[src/rtl/fec_pkg.sv]
// Shared Hamming(128,120) FEC constants and parity-check column generator.
// Used by the inner FEC encoder and the matching decoder.
package fec_pkg;

    localparam int HAM_K = 120;
    localparam int HAM_N = 128;
    localparam int HAM_P = 8;

    // i-th value in 1..127 (ascending) that is not a power of two; positions 1,2,4,..64 hold parity
    function automatic logic [6:0] ham_col(input int i);
        logic [6:0] col;
        int         n;
        col = '0;
        n   = 0;
        for (int v = 3; v < 128; v++) begin
            if ((v & (v - 1)) != 0) begin
                if (n == i) col = v[6:0];
                n++;
            end
        end
        return col;
    endfunction

endpackage

[src/rtl/hamming_inner_fec_encoder_if.sv]
// Serial bit-stream bundle of the inner FEC encoder: message bits in, codeword bits out.
// master drives the message side; slave is the encoder.
interface hamming_inner_fec_encoder_if;
    logic data_in;
    logic en;
    logic data_out;
    logic valid;
    logic cw_start;
    logic overflow;

    modport master (output data_in, output en,
                    input  data_out, input valid, input cw_start, input overflow);
    modport slave  (input  data_in, input en,
                    output data_out, output valid, output cw_start, output overflow);
endinterface

[src/rtl/cw_serializer.sv]
// Ping-pong 2x128-bit codeword store; emits one registered bit per cycle from the full send buffer.
// Latency: commit at edge T gives bit 0 at T+1 when idle; back-to-back codewords have no bubble.
module cw_serializer
    import fec_pkg::*;
(
    input  logic                 clk,
    input  logic                 rstn,
    input  logic                 wr_en,
    input  logic                 wr_sel,
    input  logic [6:0]           wr_addr,
    input  logic                 wr_bit,
    input  logic                 commit,
    input  logic [HAM_P-1:0]     parity,
    output logic [1:0]           full,
    output logic                 data_out,
    output logic                 valid,
    output logic                 cw_start
);

    logic [1:0][HAM_N-1:0] mem_q, mem_d;
    logic [1:0]            full_q, full_d;
    logic                  rd_sel_q, rd_sel_d;
    logic [6:0]            rd_cnt_q, rd_cnt_d;
    logic                  data_out_q, data_out_d;
    logic                  valid_q, valid_d;
    logic                  cw_start_q, cw_start_d;

    always_comb begin
        mem_d = mem_q;
        if (wr_en) mem_d[wr_sel][wr_addr] = wr_bit;
        if (commit) mem_d[wr_sel][HAM_K +: HAM_P] = parity;
    end

    // Release of the send buffer and commit of the fill buffer never target the same flag.
    always_comb begin
        full_d     = full_q;
        rd_sel_d   = rd_sel_q;
        rd_cnt_d   = rd_cnt_q;
        data_out_d = data_out_q;
        valid_d    = 1'b0;
        cw_start_d = 1'b0;
        if (full_q[rd_sel_q]) begin
            valid_d    = 1'b1;
            data_out_d = mem_q[rd_sel_q][rd_cnt_q];
            cw_start_d = (rd_cnt_q == 7'd0);
            if (rd_cnt_q == 7'(HAM_N - 1)) begin
                rd_cnt_d         = 7'd0;
                full_d[rd_sel_q] = 1'b0;
                rd_sel_d         = ~rd_sel_q;
            end else begin
                rd_cnt_d = rd_cnt_q + 7'd1;
            end
        end
        if (commit) full_d[wr_sel] = 1'b1;
    end

    always_ff @(posedge clk) begin
        mem_q <= mem_d;
    end

    always_ff @(posedge clk) begin
        if (!rstn) begin
            full_q     <= 2'b00;
            rd_sel_q   <= 1'b0;
            rd_cnt_q   <= 7'd0;
            data_out_q <= 1'b0;
            valid_q    <= 1'b0;
            cw_start_q <= 1'b0;
        end else begin
            full_q     <= full_d;
            rd_sel_q   <= rd_sel_d;
            rd_cnt_q   <= rd_cnt_d;
            data_out_q <= data_out_d;
            valid_q    <= valid_d;
            cw_start_q <= cw_start_d;
        end
    end

    assign full     = full_q;
    assign data_out = data_out_q;
    assign valid    = valid_q;
    assign cw_start = cw_start_q;

endmodule

[src/rtl/hamming_inner_fec_encoder.sv]
// Bit-serial systematic Hamming(128,120) encoder: collects 120 message bits, appends 8 parity bits.
// Latency 1 cycle from last message bit to codeword bit 0; no backpressure, bits arriving with both buffers full are dropped and flag overflow.
module hamming_inner_fec_encoder
    import fec_pkg::*;
#(
    parameter int K = 120,
    parameter int N = 128
) (
    input  logic                        clk,
    input  logic                        rstn,
    hamming_inner_fec_encoder_if.slave  bus
);

    if (K != HAM_K || N != HAM_N) begin : g_param_check
        $error("hamming_inner_fec_encoder supports only K=120, N=128");
    end

    logic [6:0]       wr_cnt_q, wr_cnt_d;
    logic [6:0]       syn_q, syn_d;
    logic             par_q, par_d;
    logic             fill_sel_q, fill_sel_d;
    logic             overflow_q, overflow_d;

    logic [6:0]       syn_next;
    logic             par_next;
    logic             wr_en;
    logic             commit;
    logic [HAM_P-1:0] parity;
    logic [1:0]       fill_full;

    always_comb begin
        wr_cnt_d   = wr_cnt_q;
        syn_d      = syn_q;
        par_d      = par_q;
        fill_sel_d = fill_sel_q;
        overflow_d = overflow_q;
        wr_en      = 1'b0;
        commit     = 1'b0;
        parity     = '0;
        syn_next   = syn_q ^ (bus.data_in ? ham_col(int'(wr_cnt_q)) : 7'd0);
        par_next   = par_q ^ bus.data_in;
        if (bus.en) begin
            if (fill_full[fill_sel_q]) begin
                overflow_d = 1'b1;
            end else begin
                wr_en = 1'b1;
                if (wr_cnt_q == 7'(HAM_K - 1)) begin
                    // p[7] makes the whole codeword even weight
                    commit     = 1'b1;
                    parity     = {par_next ^ (^syn_next), syn_next};
                    wr_cnt_d   = 7'd0;
                    syn_d      = 7'd0;
                    par_d      = 1'b0;
                    fill_sel_d = ~fill_sel_q;
                end else begin
                    wr_cnt_d = wr_cnt_q + 7'd1;
                    syn_d    = syn_next;
                    par_d    = par_next;
                end
            end
        end
    end

    always_ff @(posedge clk) begin
        if (!rstn) begin
            wr_cnt_q   <= 7'd0;
            syn_q      <= 7'd0;
            par_q      <= 1'b0;
            fill_sel_q <= 1'b0;
            overflow_q <= 1'b0;
        end else begin
            wr_cnt_q   <= wr_cnt_d;
            syn_q      <= syn_d;
            par_q      <= par_d;
            fill_sel_q <= fill_sel_d;
            overflow_q <= overflow_d;
        end
    end

    cw_serializer u_cw_serializer (
        .clk      (clk),
        .rstn     (rstn),
        .wr_en    (wr_en),
        .wr_sel   (fill_sel_q),
        .wr_addr  (wr_cnt_q),
        .wr_bit   (bus.data_in),
        .commit   (commit),
        .parity   (parity),
        .full     (fill_full),
        .data_out (bus.data_out),
        .valid    (bus.valid),
        .cw_start (bus.cw_start)
    );

    assign bus.overflow = overflow_q;

endmodule

[src/flat_wrapper.sv]
// flat-port wrapper written by rule: the top's interface ports become plain ports
module hamming_inner_fec_encoder_flat import fec_pkg::*;
#(
    parameter int K = 120,
    parameter int N = 128
)
  (clk, rstn, bus_data_in, bus_en, bus_data_out, bus_valid, bus_cw_start, bus_overflow);
  hamming_inner_fec_encoder_if bus_i ();
  input  logic clk;
  input  logic rstn;
  input wire logic [$bits(bus_i.data_in)-1:0] bus_data_in;
  input wire logic [$bits(bus_i.en)-1:0] bus_en;
  output wire logic [$bits(bus_i.data_out)-1:0] bus_data_out;
  output wire logic [$bits(bus_i.valid)-1:0] bus_valid;
  output wire logic [$bits(bus_i.cw_start)-1:0] bus_cw_start;
  output wire logic [$bits(bus_i.overflow)-1:0] bus_overflow;
  assign bus_i.data_in = bus_data_in;
  assign bus_i.en = bus_en;
  assign bus_data_out = bus_i.data_out;
  assign bus_valid = bus_i.valid;
  assign bus_cw_start = bus_i.cw_start;
  assign bus_overflow = bus_i.overflow;
  hamming_inner_fec_encoder #(.K(K), .N(N)) u_core (.clk(clk), .rstn(rstn), .bus(bus_i));
endmodule
[config.mk]
export PLATFORM = sky130hd
export DESIGN_NAME = hamming_inner_fec_encoder_flat
export DESIGN_NICKNAME = d
export VERILOG_FILES = /design/src/rtl/fec_pkg.sv /design/src/rtl/hamming_inner_fec_encoder_if.sv /design/src/rtl/cw_serializer.sv /design/src/rtl/hamming_inner_fec_encoder.sv /design/src/flat_wrapper.sv
export SDC_FILE = /design/constraint.sdc
export NUM_CORES = 1
export LEC_CHECK = 0
export ABC_CLOCK_PERIOD_IN_PS = 7000
export CAP_MARGIN = 20
export CORE_UTILIZATION = 55
export CTS_CLUSTER_SIZE = 14
export DETAILED_ROUTE_END_ITERATION = 10
export PLACE_DENSITY = 0.72
export SYNTH_ARGS = -nofsm -noshare
export SYNTH_HDL_FRONTEND = slang
export SYNTH_SLANG_ARGS = --single-unit
[constraint.sdc]
create_clock -name clk -period 7 [get_ports clk]
set_clock_uncertainty 0.1 [all_clocks]
set_input_delay 2.1 -clock clk [delete_from_list [all_inputs] [get_ports clk]]
set_output_delay 2.1 -clock clk [all_outputs]
set_load 0.1 [all_outputs]
==> results.json <==
{
  "wl_mm": 33.9,
  "synthCells": 1198,
  "placement.io_buffers": 7,
  "arrival_ps": 4750,
  "yosys-top-cells-area": "edfxtp_1 (51%), mux4_2 (12%), nor2_1 (8.1%)",
  "post-route-drc-count": 0,
  "cp_cell_sequence": "buf_4 > nand4bb_1 > nor2_1 > a31oi_1 > a211oi_1 > o221ai_1 > a211oi_1 > o31a_1 > xnor2_2 > xnor3_1 > a21oi_1",
  "dieWidth_um": 162,
  "critPathRequiredTime_ps": 7380,
  "antennaDiodeCount": 0,
  "grt_util_all_layers": 0.266,
  "fin_tns_setup_ps": 0,
  "switching_share": 0.213,
  "seqCellArea_um2": 8130,
  "p_seq_frac": 0.528,
  "detail-route-antenna-nets": 0,
  "fp.dieH_um": 162,
  "hold_viol_final": 0,
  "final_cell_mix": "nor2_1 (306), edfxtp_1 (240), nand2_1 (83)",
  "cap_violations": 0,
  "synth-edff-count": 240,
  "ys_warn_count": 0,
  "detail_route.wl_per_cell_um": 22.5,
  "path_buf_inv": 1,
  "design.core.area_um2": 25200,
  "firstDrtPassIters": 5,
  "die_area_um2": 26300,
  "cts_max_level": 1,
  "rows": 58,
  "gp_congestion": 0.901,
  "ioPinCount": 8,
  "clk_latency_ps": 550,
  "path_common_cell": "a211oi_1",
  "drive_gt1_frac": 0.137,
  "multi_input_area_um2": 5540,
  "vias": 9501,
  "cts-buffers-inserted": 29,
  "comb_power_share": 0.043,
  "hold_class": "register to register",
  "worstSetupPathType": "register to register",
  "max-slew-margin-rel": 0.263,
  "synth.ff_latch_count": 286,
  "drtIter0Drc": 1126,
  "cts_tree": "built",
  "clkTransAtPathRegs_ps": 60,
  "ys_types": 69,
  "rsz0062_at_grt": "false",
  "post_cts_resized": 0,
  "period_minus_slack_ps": 4370,
  "p_int_mw": 2.76,
  "leakage_nw": 4.49,
  "grt_pass1_vias": 9133,
  "startpoint_type": "register",
  "grt_max_degree": 116,
  "slew_violations": 0,
  "post_cts_buffers": 0,
  "crit_slowest_cell": "nand4bb_1",
  "end_kind": "register",
  "pre_cts_ws_ps": 2130,
  "timing.fmax_ghz": 0.229,
  "area_delta_synth_final_pct": 7.92,
  "grt_antenna_before_repair": 0,
  "worst_pin_slew_ps": 1100,
  "initial_core_util": 0.561,
  "ys_seq_area_frac": 0.575,
  "postLayoutSetupSlackWorst_ps": 2630,
  "crit_family": "compound AO/OA/AOI/OAI gates",
  "viasPerCell": 6.31,
  "cts_num_sinks": 286,
  "synth_ff_type": "edfxtp_1",
  "mostFrequentLayoutCell": "nor2_1",
  "synth_top_area_frac": 0.510,
  "async_reset_ff_frac": 0,
  "syn-cell-area_um2": 14100,
  "clk_path_buf_depth": 3,
  "overflow": 0,
  "final.fill_count": 1973,
  "dp_hpwl_mm": 20.8,
  "nets": 1165,
  "netSwitchingPower_mw": 0.745,
  "cts-root-buf": "clkbuf_16",
  "p_clk_frac": 0.428,
  "holdBufCountCts": 0,
  "fin_crit_sh": 0.625,
  "ir_drop_uv": 170,
  "synth_fp_nets": 1208,
  "synth.largest_area_cell": "edfxtp_1",
  "syn_area_per_cell_um2": 11.8,
  "crit_fanout": 26,
  "finalSetupViolCount": 0,
  "max_stage_delay_ps": 810,
  "p_per_area_nw_per_um2": 230,
  "status": "completed",
  "grt_pass1_wl_mm": 53.0
}
==> cell type report <==
type / count / share of cell area
repair buffers: 23 / 0.0126
multi-input cells: 802 / 0.363
clock buffers: 37 / 0.0515
flip-flops and latches: 286 / 0.533
inverters: 13 / 0.00320
clock inverters: 15 / 0.00903
well taps: 330 / 0.0271
==> power groups by stage <==
stage / Clock [mW] / Combinational [mW] / Sequential, mW
global placement: 0 / 0.149 / 1.89
finish: 1.50 / 0.152 / 1.85
CTS: 1.52 / 0.150 / 1.85
detailed placement: 0 / 0.149 / 1.89
global route: 1.58 / 0.166 / 1.85
floorplan: 0 / 0.0982 / 1.89
==> synth_stat cells, types with 6 or more instances <==
master / n
inv_1: 9
ha_1: 6
nor3_1: 17
a22oi_1: 8
dfxtp_1: 46
edfxtp_1: 240
o211ai_1: 7
a21oi_1: 41
nand2_1: 83
nor2b_1: 16
a31oi_1: 12
mux2_2: 9
buf_2: 25
mux2i_1: 19
xnor2_1: 12
nand3_1: 19
mux4_2: 74
o21ai_0: 35
and2_1: 12
nand2b_1: 12
clkbuf_1: 63
nor2_1: 306
xor2_1: 7
o22ai_1: 16
==> worst min-delay path, cell delays in order (launching register included) <==
cell     delay (ps)
dfxtp_1         310
mux2i_1         110
a21oi_1          70
==> through the flow <==
stage / hold WS, ps / cell area (um^2) / total power [mW] / utilization / std cells
CTS: 441 / 15200 / 3.52 / 0.605 / 1506
detailed placement: 430 / 14300 / 2.04 / 0.569 / 1454
finish: 443 / 15200 / 3.50 / 0.605 / 1506
floorplan: 396 / 14100 / 1.99 / - / 1198
global route: 455 / 15200 / 3.59 / 0.605 / 1506
global placement: 414 / 14300 / 2.04 / 0.569 / 1454
==> metal layers <==
metal,part of all wire,wire [um],GRT usage,vias to the layer above
li1,-,-,-,4296
met1,0.42,14100,0.372,4749
met2,0.49,16600,0.434,404
met3,0.072,2430,0.0393,52
met4,0.024,806,0.0733,0
met5,0,0,0,-
==> final timing paths <==
kind	startpoint	endpoint	slack, ps	cells after the start
setup reg to reg	u_core.wr_cnt_q[3]	u_core.u_cw_serializer.mem_q[127]	2630	11
hold reg to reg	u_core.u_cw_serializer.mem_q[248]	u_core.u_cw_serializer.mem_q[248]	440	2
setup / recovery	u_core.wr_cnt_q[3]	u_core.u_cw_serializer.mem_q[127]	2630	11
hold / removal	u_core.u_cw_serializer.mem_q[248]	u_core.u_cw_serializer.mem_q[248]	440	2
==> kinds of logic after synthesis <==
| family | after synthesis | synth area share |
|---|---|---|
| multiplexers | 102 | 0.139 |
| AO/OA/AOI/OAI | 168 | 0.0753 |
| buffers and inverters | 110 | 0.0328 |
| XOR/XNOR | 24 | 0.0184 |
| adder cells (fa/ha/maj) | 6 | 0.00531 |
| flip-flops | 286 | 0.575 |
| AND/OR/NAND/NOR | 502 | 0.154 |
(Power assumes the default switching activity.)
